## src/rtl/servo_pwm_decoder.sv

```systemverilog
`default_nettype none
// ============================================================================
//  Module   : servo_pwm_decoder
//  Purpose  : Receive side of the servo PWM link. Synchronises the PWM line,
//             measures each high pulse in clk cycles, and presents the result
//             through a valid/ack handshake. Flags overrun, width saturation
//             and line-idle timeout.
//  Ports    : I_clk        - system clock
//             I_rst_n      - synchronous active-low reset
//             I_pwm_in     - asynchronous PWM line (synchronised internally)
//             I_ack        - consumer accepts current result (when o_valid=1)
//             o_valid      - result held valid until acked
//             o_high_width - measured high time in clk cycles (saturating)
//             o_duty_code  - min(o_high_width, 7)
//             o_sat        - width counter saturated during reported pulse
//             o_overrun    - sticky: unacked result was overwritten
//             o_timeout    - line idle >= TIMEOUT cycles (level)
//             o_busy       - pulse currently being measured
//  Revision : 1.0 - initial release
// ============================================================================
module servo_pwm_decoder #(
  parameter int CNT_W   = 14,
  parameter int TIMEOUT = 10000
) (
  input  logic             I_clk,
  input  logic             I_rst_n,
  input  logic             I_pwm_in,
  input  logic             I_ack,
  output logic             o_valid,
  output logic [CNT_W-1:0] o_high_width,
  output logic [2:0]       o_duty_code,
  output logic             o_sat,
  output logic             o_overrun,
  output logic             o_timeout,
  output logic             o_busy
);

  localparam logic [CNT_W-1:0] MAX_CNT    = '1;
  localparam logic [CNT_W-1:0] MAX_CNT_M1 = MAX_CNT - CNT_W'(1);
  localparam logic [CNT_W-1:0] TO_CNT     = CNT_W'(TIMEOUT);
  localparam logic [CNT_W-1:0] TO_CNT_M1  = CNT_W'(TIMEOUT - 1);
  localparam logic [CNT_W-1:0] CODE_MAX   = CNT_W'(7);

  typedef enum logic [1:0] {
    ST_IDLE  = 2'd0,
    ST_ARMED = 2'd1,
    ST_HIGH  = 2'd2
  } state_t;

  state_t           state;
  logic             s1, s2, s3;
  logic [1:0]       primed;
  logic [CNT_W-1:0] hcnt;
  logic             sat_flag;
  logic [CNT_W-1:0] idle_cnt;

  logic rise, fall, line_edge, idle_hit;

  assign rise      = s2 & ~s3;
  assign fall      = ~s2 & s3;
  assign line_edge = rise | fall;
  // Idle counter is about to reach TIMEOUT on this edge.
  assign idle_hit  = (state != ST_IDLE) && !line_edge && (idle_cnt == TO_CNT_M1);

  always_ff @(posedge I_clk) begin
    if (!I_rst_n) begin
      s1           <= 1'b0;
      s2           <= 1'b0;
      s3           <= 1'b0;
      primed       <= 2'b00;
      state        <= ST_IDLE;
      hcnt         <= '0;
      sat_flag     <= 1'b0;
      idle_cnt     <= '0;
      o_valid      <= 1'b0;
      o_high_width <= '0;
      o_duty_code  <= 3'd0;
      o_sat        <= 1'b0;
      o_overrun    <= 1'b0;
      o_timeout    <= 1'b0;
      o_busy       <= 1'b0;
    end else begin
      s1 <= I_pwm_in;
      s2 <= s1;
      s3 <= s2;
      // s2 only reflects a real line sample two edges after reset; until then
      // IDLE must not trust it, otherwise a pulse in progress at reset would
      // look like a fresh rising edge.
      primed <= {primed[0], 1'b1};

      if (o_valid && I_ack) begin
        o_valid   <= 1'b0;
        o_overrun <= 1'b0;
      end

      if (line_edge) begin
        idle_cnt <= '0;
      end else if ((state != ST_IDLE) && (idle_cnt != TO_CNT)) begin
        idle_cnt <= idle_cnt + CNT_W'(1);
      end

      if (rise) begin
        o_timeout <= 1'b0;
      end else if (idle_hit) begin
        o_timeout <= 1'b1;
      end

      case (state)
        ST_IDLE: begin
          if (primed[1] && !s2) begin
            state <= ST_ARMED;
          end
        end

        ST_ARMED: begin
          if (rise) begin
            state    <= ST_HIGH;
            hcnt     <= CNT_W'(1);
            sat_flag <= 1'b0;
            o_busy   <= 1'b1;
          end
        end

        ST_HIGH: begin
          if (fall) begin
            // Publishing overrides any ack-driven clear above; an ack in the
            // same cycle consumed the old result, so that is not an overrun.
            state        <= ST_ARMED;
            o_busy       <= 1'b0;
            o_high_width <= hcnt;
            o_duty_code  <= (hcnt > CODE_MAX) ? 3'd7 : hcnt[2:0];
            o_sat        <= sat_flag;
            o_valid      <= 1'b1;
            if (o_valid && !I_ack) begin
              o_overrun <= 1'b1;
            end
          end else if (idle_hit) begin
            // Line stuck high: abandon the measurement.
            state  <= ST_IDLE;
            o_busy <= 1'b0;
          end else if (hcnt != MAX_CNT) begin
            hcnt <= hcnt + CNT_W'(1);
            if (hcnt == MAX_CNT_M1) begin
              sat_flag <= 1'b1;
            end
          end
        end

        default: begin
          state  <= ST_IDLE;
          o_busy <= 1'b0;
        end
      endcase
    end
  end

endmodule
`default_nettype wire

```

## config.mk

```make
export PLATFORM = sky130hd
export DESIGN_NAME = servo_pwm_decoder
export DESIGN_NICKNAME = d
export VERILOG_FILES = /design/src/rtl/servo_pwm_decoder.sv
export SDC_FILE = /design/constraint.sdc
export NUM_CORES = 1
export LEC_CHECK = 0
export ABC_AREA = 1
export BUFFER_PORTS_ARGS = -buffer_cell sky130_fd_sc_hd__buf_4
export CORE_ASPECT_RATIO = 1.25
export CORE_MARGIN = 2
export CORE_UTILIZATION = 63
export CTS_CLUSTER_DIAMETER = 200
export DETAILED_ROUTE_END_ITERATION = 7
export PLACE_DENSITY_LB_ADDON = 0.2
export SLEW_MARGIN = 10
export SYNTH_ARGS = -nofsm -noshare
export SYNTH_HDL_FRONTEND = slang
export SYNTH_SLANG_ARGS = --single-unit
```

## constraint.sdc

```tcl
create_clock -name I_clk -period 3.5 [get_ports I_clk]
set_clock_uncertainty 0.1 [all_clocks]
set_input_delay 0.7 -clock I_clk [delete_from_list [all_inputs] [get_ports I_clk]]
set_output_delay 0.7 -clock I_clk [all_outputs]
set_load 0.05 [all_outputs]
```

# Word-level counts from Yosys, hierarchy flattened

Cells that the tools add are included.
W data, S select, Z words.

Flip-flop bits (word level): 58
Latch bits: 0
Memory bits (writable): 0
Memory bits (read-only): 0
Bits of input ports: 4
Output and inout bits: 22
Logic and storage cells: 87
Memories: 0

Add/subtract/negate cells: 2
Multiply operators: 0
Div/mod/pow operators: 0
Order comparisons: 1
Equality and inequality tests: 13
Shift operators: 0
Muxes and demuxes: 29
Bitwise operators: 7
Reduce and logical (&&, ||, !) cells: 19

Operators by type and width:

| cell                    | number |
|---|---|
| $mux W14                | 4 |
| $add A14 B1 Y14 const B | 2 |
| $eq A14 B14 Y1 const B  | 2 |
| $ne A14 B14 Y1 const B  | 2 |
| $pmux W14 S2            | 1 |
| $mux W1                 | 16 |
| $gt A14 B3 Y1 const B   | 1 |
| $ne A2 B2 Y1 const B    | 6 |
| $mux W2                 | 4 |
| $logic_and A1 B1 Y1     | 6 |
| $pmux W2 S3             | 1 |
| $reduce_and A3 Y1       | 2 |
| $reduce_and A6 Y1       | 1 |
| $reduce_and A5 Y1       | 1 |
| $not A1 Y1              | 4 |
| $reduce_bool A2 Y1      | 2 |
| $reduce_or A2 Y1        | 2 |
| $logic_not A1 Y1        | 3 |
| $mux W3                 | 1 |
| $ne A3 B3 Y1 const B    | 1 |
| $pmux W1 S3             | 1 |
| $and A1 B1 Y1           | 2 |
| $eq A2 B1 Y1 const B    | 1 |
| $eq A2 B2 Y1 const B    | 1 |
| 4 further kinds         | 4 |

# Longest topological paths before layout

Depth after elaboration: 9
Mapped depth: 11
Gate-level depth less buffers: 11

# Least setup slack after synthesis

No wires, ideal clock.

Kind: register to register
Start: register s2
End: register hcnt[8]
Library setup time: 111 ps
Data arrival time: 1392 ps
Data required time: 3289 ps
Path slack: 1897 ps
Cell stages (with the launch flop): 11
Path buffers: 1
Clock period less this slack: 1603 ps
Cells stage by stage: dfxtp_1 inv_1 ha_1 nand3_1 nor2_1 nand4_2 buf_2 nand4_1 nand2_1 inv_1 nor2_1

Word-level cells in the longest chain between the ends: 8
Elaborated cells on any way between the ends: 11
Those cells by class: eq/ne: 3; bitwise: 4; reduce/logical: 4

Ends and longest elaborated chain:

| element                              | line | RTL |
|---|---|---|
| from (decl)                          | 51   | `logic s1, s2, s3;` |
| from (signal assigned)               | 68   | `s2 <= 1'b0;` |
| from (signal assigned)               | 84   | `s2 <= s1;` |
| $not A1 Y1                           | 60   | `assign fall = ~s2 & s3;` |
| $and A1 B1 Y1                        | 60   |  |
| $or A1 B1 Y1                         | 61   | `assign line_edge = rise \| fall;` |
| $logic_not A1 Y1                     | 63   | `assign idle_hit = (state != ST_IDLE) && !line_edge && (idle_cnt == TO_CNT_M1);` |
| $logic_and A1 B1 Y1 (2 in series)    | 63   |  |
| $ne A2 B2 Y1 (no source line)        | n/a  |  |
| $reduce_and A5 Y1 (no source line) * | n/a  |  |
| to (signal assigned)                 | 142  | `hcnt <= hcnt + CNT_W'(1);` |
| to (decl)                            | 53   | `logic [CNT_W-1:0] hcnt;` |

Every way passes the cells marked *; elsewhere a longest branch is shown, timed or not.
A chain may end at the register's enable or synchronous reset.

# Worst setup path in the final report

Start: register state[1]
End: register o_duty_code[0]

Word-level cells in the longest chain between the ends: 2

Ends and longest elaborated chain:

| element                            | line | RTL |
|---|---|---|
| from (decl)                        | 50   | `state_t state;` |
| from (signal assigned)             | 71   | `state <= ST_IDLE;` |
| from (signal assigned)             | 111  | `state <= ST_ARMED;` |
| from (signal assigned)             | 117  | `state <= ST_HIGH;` |
| $eq A2 B2 Y1                       | 108  | `case (state)` |
| $reduce_and A2 Y1 (no source line) | n/a  |  |
| to (signal assigned)               | 131  | `o_duty_code <= (hcnt > CODE_MAX) ? 3'd7 : hcnt[2:0];` |
| to (decl)                          | 31   | `output logic [2:0] o_duty_code,` |

No other way between the ends.

==> impl_metrics.ini <==
[placed_design]
dpl_worst_slack_ns = 1.240
portBuffers = 25
hpwlAfterDp_mm = 4.562
place_congestion = 0.8561

[cts]
cts_resized = 0
cts.sinks = 58
cts_buffers = 9
clk_latency_ns = 0.35
cts_tree = yes
htreeDepth = 3
clock_path_buffers = 2
ctsHoldBuffers = 0
clock-root-buffer = clkbuf_8
cts_setup_buffers = 0
clk_pin_slew_ns = 0.07

[detailed_routing]
drt-met1-wl_mm = 2.754
routed.top_layer = met4
first_pass_iters = 6
drcViolationCount = 0
vias = 2824
wl_met3_um = 315
antenna_left = 0
dr_wl_met2_mm = 3.371
drtIter0Drc = 205
vias_per_cell = 5.559
wl_per_cell_um = 13.05
totalWireLength_mm = 6.628

[floorplan]
die_x_um = 64.53
coreArea_um2 = 4392
pin_count = 26
die_h_um = 79.66
dieArea_um2 = 5140
rows = 27
initial_core_util_pct = 65.70

[power]
peakVddDrop_mv = 0.3216
power_per_cell_area_nw_per_um2 = 435.3
power_mw = 1.422
power.leakage_nw = 1.405

[synth]
async_flop_share_pct = 0
synth_area_um2 = 2885
synth.avg_cell_area_um2 = 6.837
synth_nets = 432
synth_cells = 422
synth-edff-count = 0
ys_ff_latch = 58
synth_warnings = 0
synthDistinctLibCells = 31
ys_seq_area_share_pct = 40.24
synthFlopType = dfxtp_1

[sta]
worst_slew_pin_slew_ns = 0.7444
setup_tns_ns = 0
setup_slack_ns = 1.220
rsz0062_at_grt = false
hold_viol_final = 0
finalCritPeriodShare_pct = 65.14
layout_min_cycle_time_ns = 2.280
setup_viol = 0
fmax_mhz = 438.6
report.final.slew_viol_count = 0
relSlewSlack_pct = 50.32

[worst_hold_path]
hold_path_depth = 2
hp-start = s1
min_path_type = flop to flop
whs_endpoint = s2

[job]
max_cap_violations = 0

[global_route]
overflow = 0
grt_pass1_wl_mm = 11.18
grt_use_total_pct = 28.19
antenna_found_initial = 0
grt_max_degree = 35
grt_pass1_vias = 2638

[layout]
drive_gt1_share_pct = 12.89
antenna_cells = 0
syn2layout_area_growth_pct = 13.18
fin_nets = 455

[outcome]
status = completed

[setup_path]
r2r-start = state[1]
worstPathMaxFanout = 30
criticalPathCategory = flop to flop
ff2ff_path_depth = 7
cp-end-kind = flop
critical_path_required_ns = 3.65
cp-start-kind = flop
arrival_ns = 2.43
r2r_slack_ns = 1.22
reg2reg_to = o_duty_code[0]
-- cells in the mapped netlist (2+ instances only) --
cell type / n / area [um^2]
nor3b_1: 2 / 15.01
a21oi_1: 34 / 170.2
inv_2: 4 / 15.01
nand2_2: 3 / 18.77
xnor2_1: 2 / 17.52
nand2_1: 97 / 364.1
dfxtp_1: 58 / 1161
ha_1: 6 / 75.07
nand3_1: 24 / 120.1
nor3_1: 6 / 30.03
xor2_1: 4 / 35.03
nor2_2: 3 / 18.77
nor2_1: 51 / 191.4
nand4_1: 14 / 87.58
o211a_1: 2 / 20.02
inv_1: 57 / 214.0
clkbuf_1: 5 / 18.77
buf_2: 7 / 35.03
nand3_2: 3 / 30.03
o21ai_0: 26 / 130.1
or2_2: 2 / 12.51
o221ai_1: 3 / 26.28
-- metrics by stage --
stage	util, %	area, um^2	hold slack [ns]	instances
2_1_floorplan	-	2885	0.2905	422
3_3_place_gp	70.14	3080	0.2981	492
3_5_place_dp	70.14	3080	0.3100	492
4_1_cts	74.36	3266	0.3260	508
5_1_grt	74.36	3266	0.3531	508
6_report	74.36	3266	0.3174	508
-- state kept, by name, summed over array words and instances, names as in the netlist, named ones only --
signal	count
primed	2
state	2
s2	1
idle_cnt	14
o_duty_code	3
o_busy	1
o_timeout	1
sat_flag	1
s1	1
o_valid	1
s3	1
hcnt	14
o_sat	1
o_high_width	14
-- how the worst max path moves through the flow --
| stage | startpoint | end | slack (ns) | cells past startpoint |
|---|---|---|---|---|
| 2_1_floorplan | s2 | hcnt[8] | 1.90 | 10 |
| 3_3_place_gp | state[1] | o_duty_code[1] | 1.34 | 7 |
| 3_5_place_dp | state[1] | o_duty_code[0] | 1.24 | 7 |
| 4_1_cts | state[1] | o_duty_code[0] | 1.23 | 7 |
| 5_1_grt | state[1] | o_duty_code[0] | 0.85 | 7 |
| 6_report | state[1] | o_duty_code[0] | 1.22 | 7 |
-- layer usage --
layer / up-vias / global-route usage, %
met1: 1302 / 30.66
met3: 23 / 6.488
met5: - / 0
met4: 0 / 14.47
li1: 1403 / -
met2: 96 / 50.63
-- report_power, final --
part | switching [mW] | internal [mW] | leakage, nW
registers | 0.0141 | 0.677 | 0.470
logic | 0.0948 | 0.0373 | 0.840
clock network | 0.275 | 0.323 | 0.0958
total | 0.384 | 1.04 | 1.41
-- layout by cell type, fill, tap and decap left out, types with 4 or more instances in the layout --
cell	count
a21oi_1	34
nand3_1	24
inv_2	4
buf_4	25
ha_1	6
xor2_1	4
nor3_1	6
nand2_1	97
clkinv_2	4
nor2_1	51
clkbuf_8	9
nand4_1	14
o21ai_0	26
inv_1	57
dfxtp_1	58
-- worst max-delay path, stage by stage (launching register included) --
cell and delay (ns):
dfxtp_1 0.33, inv_1 0.06, nor2_2 0.45, nand2_2 0.22
inv_1 0.61, nand2_1 0.15, o221ai_1 0.21, inv_1 0.05
-- final cells by class --
class	instances	area, um^2
Clock buffer	10	127.6
Clock inverter	6	57.56
Fill cell	339	1126
Inverter	61	229.0
Multi-Input combinational cell	290	1430
Sequential cell	58	1161
Tap cell	58	72.57
Timing Repair Buffer	25	187.7
-- cell families (layout without fill, tap and decap cells) --
family,after synthesis,after routing,synth area share (%)
adder cells (fa/ha/maj),6,6,2.602
AND/OR/NAND/NOR,208,208,31.83
XOR/XNOR,6,6,1.821
flip-flops,58,58,40.24
buffers and inverters,74,102,10.19
AO/OA/AOI/OAI,70,70,13.31
(Power assumes the default switching activity.)
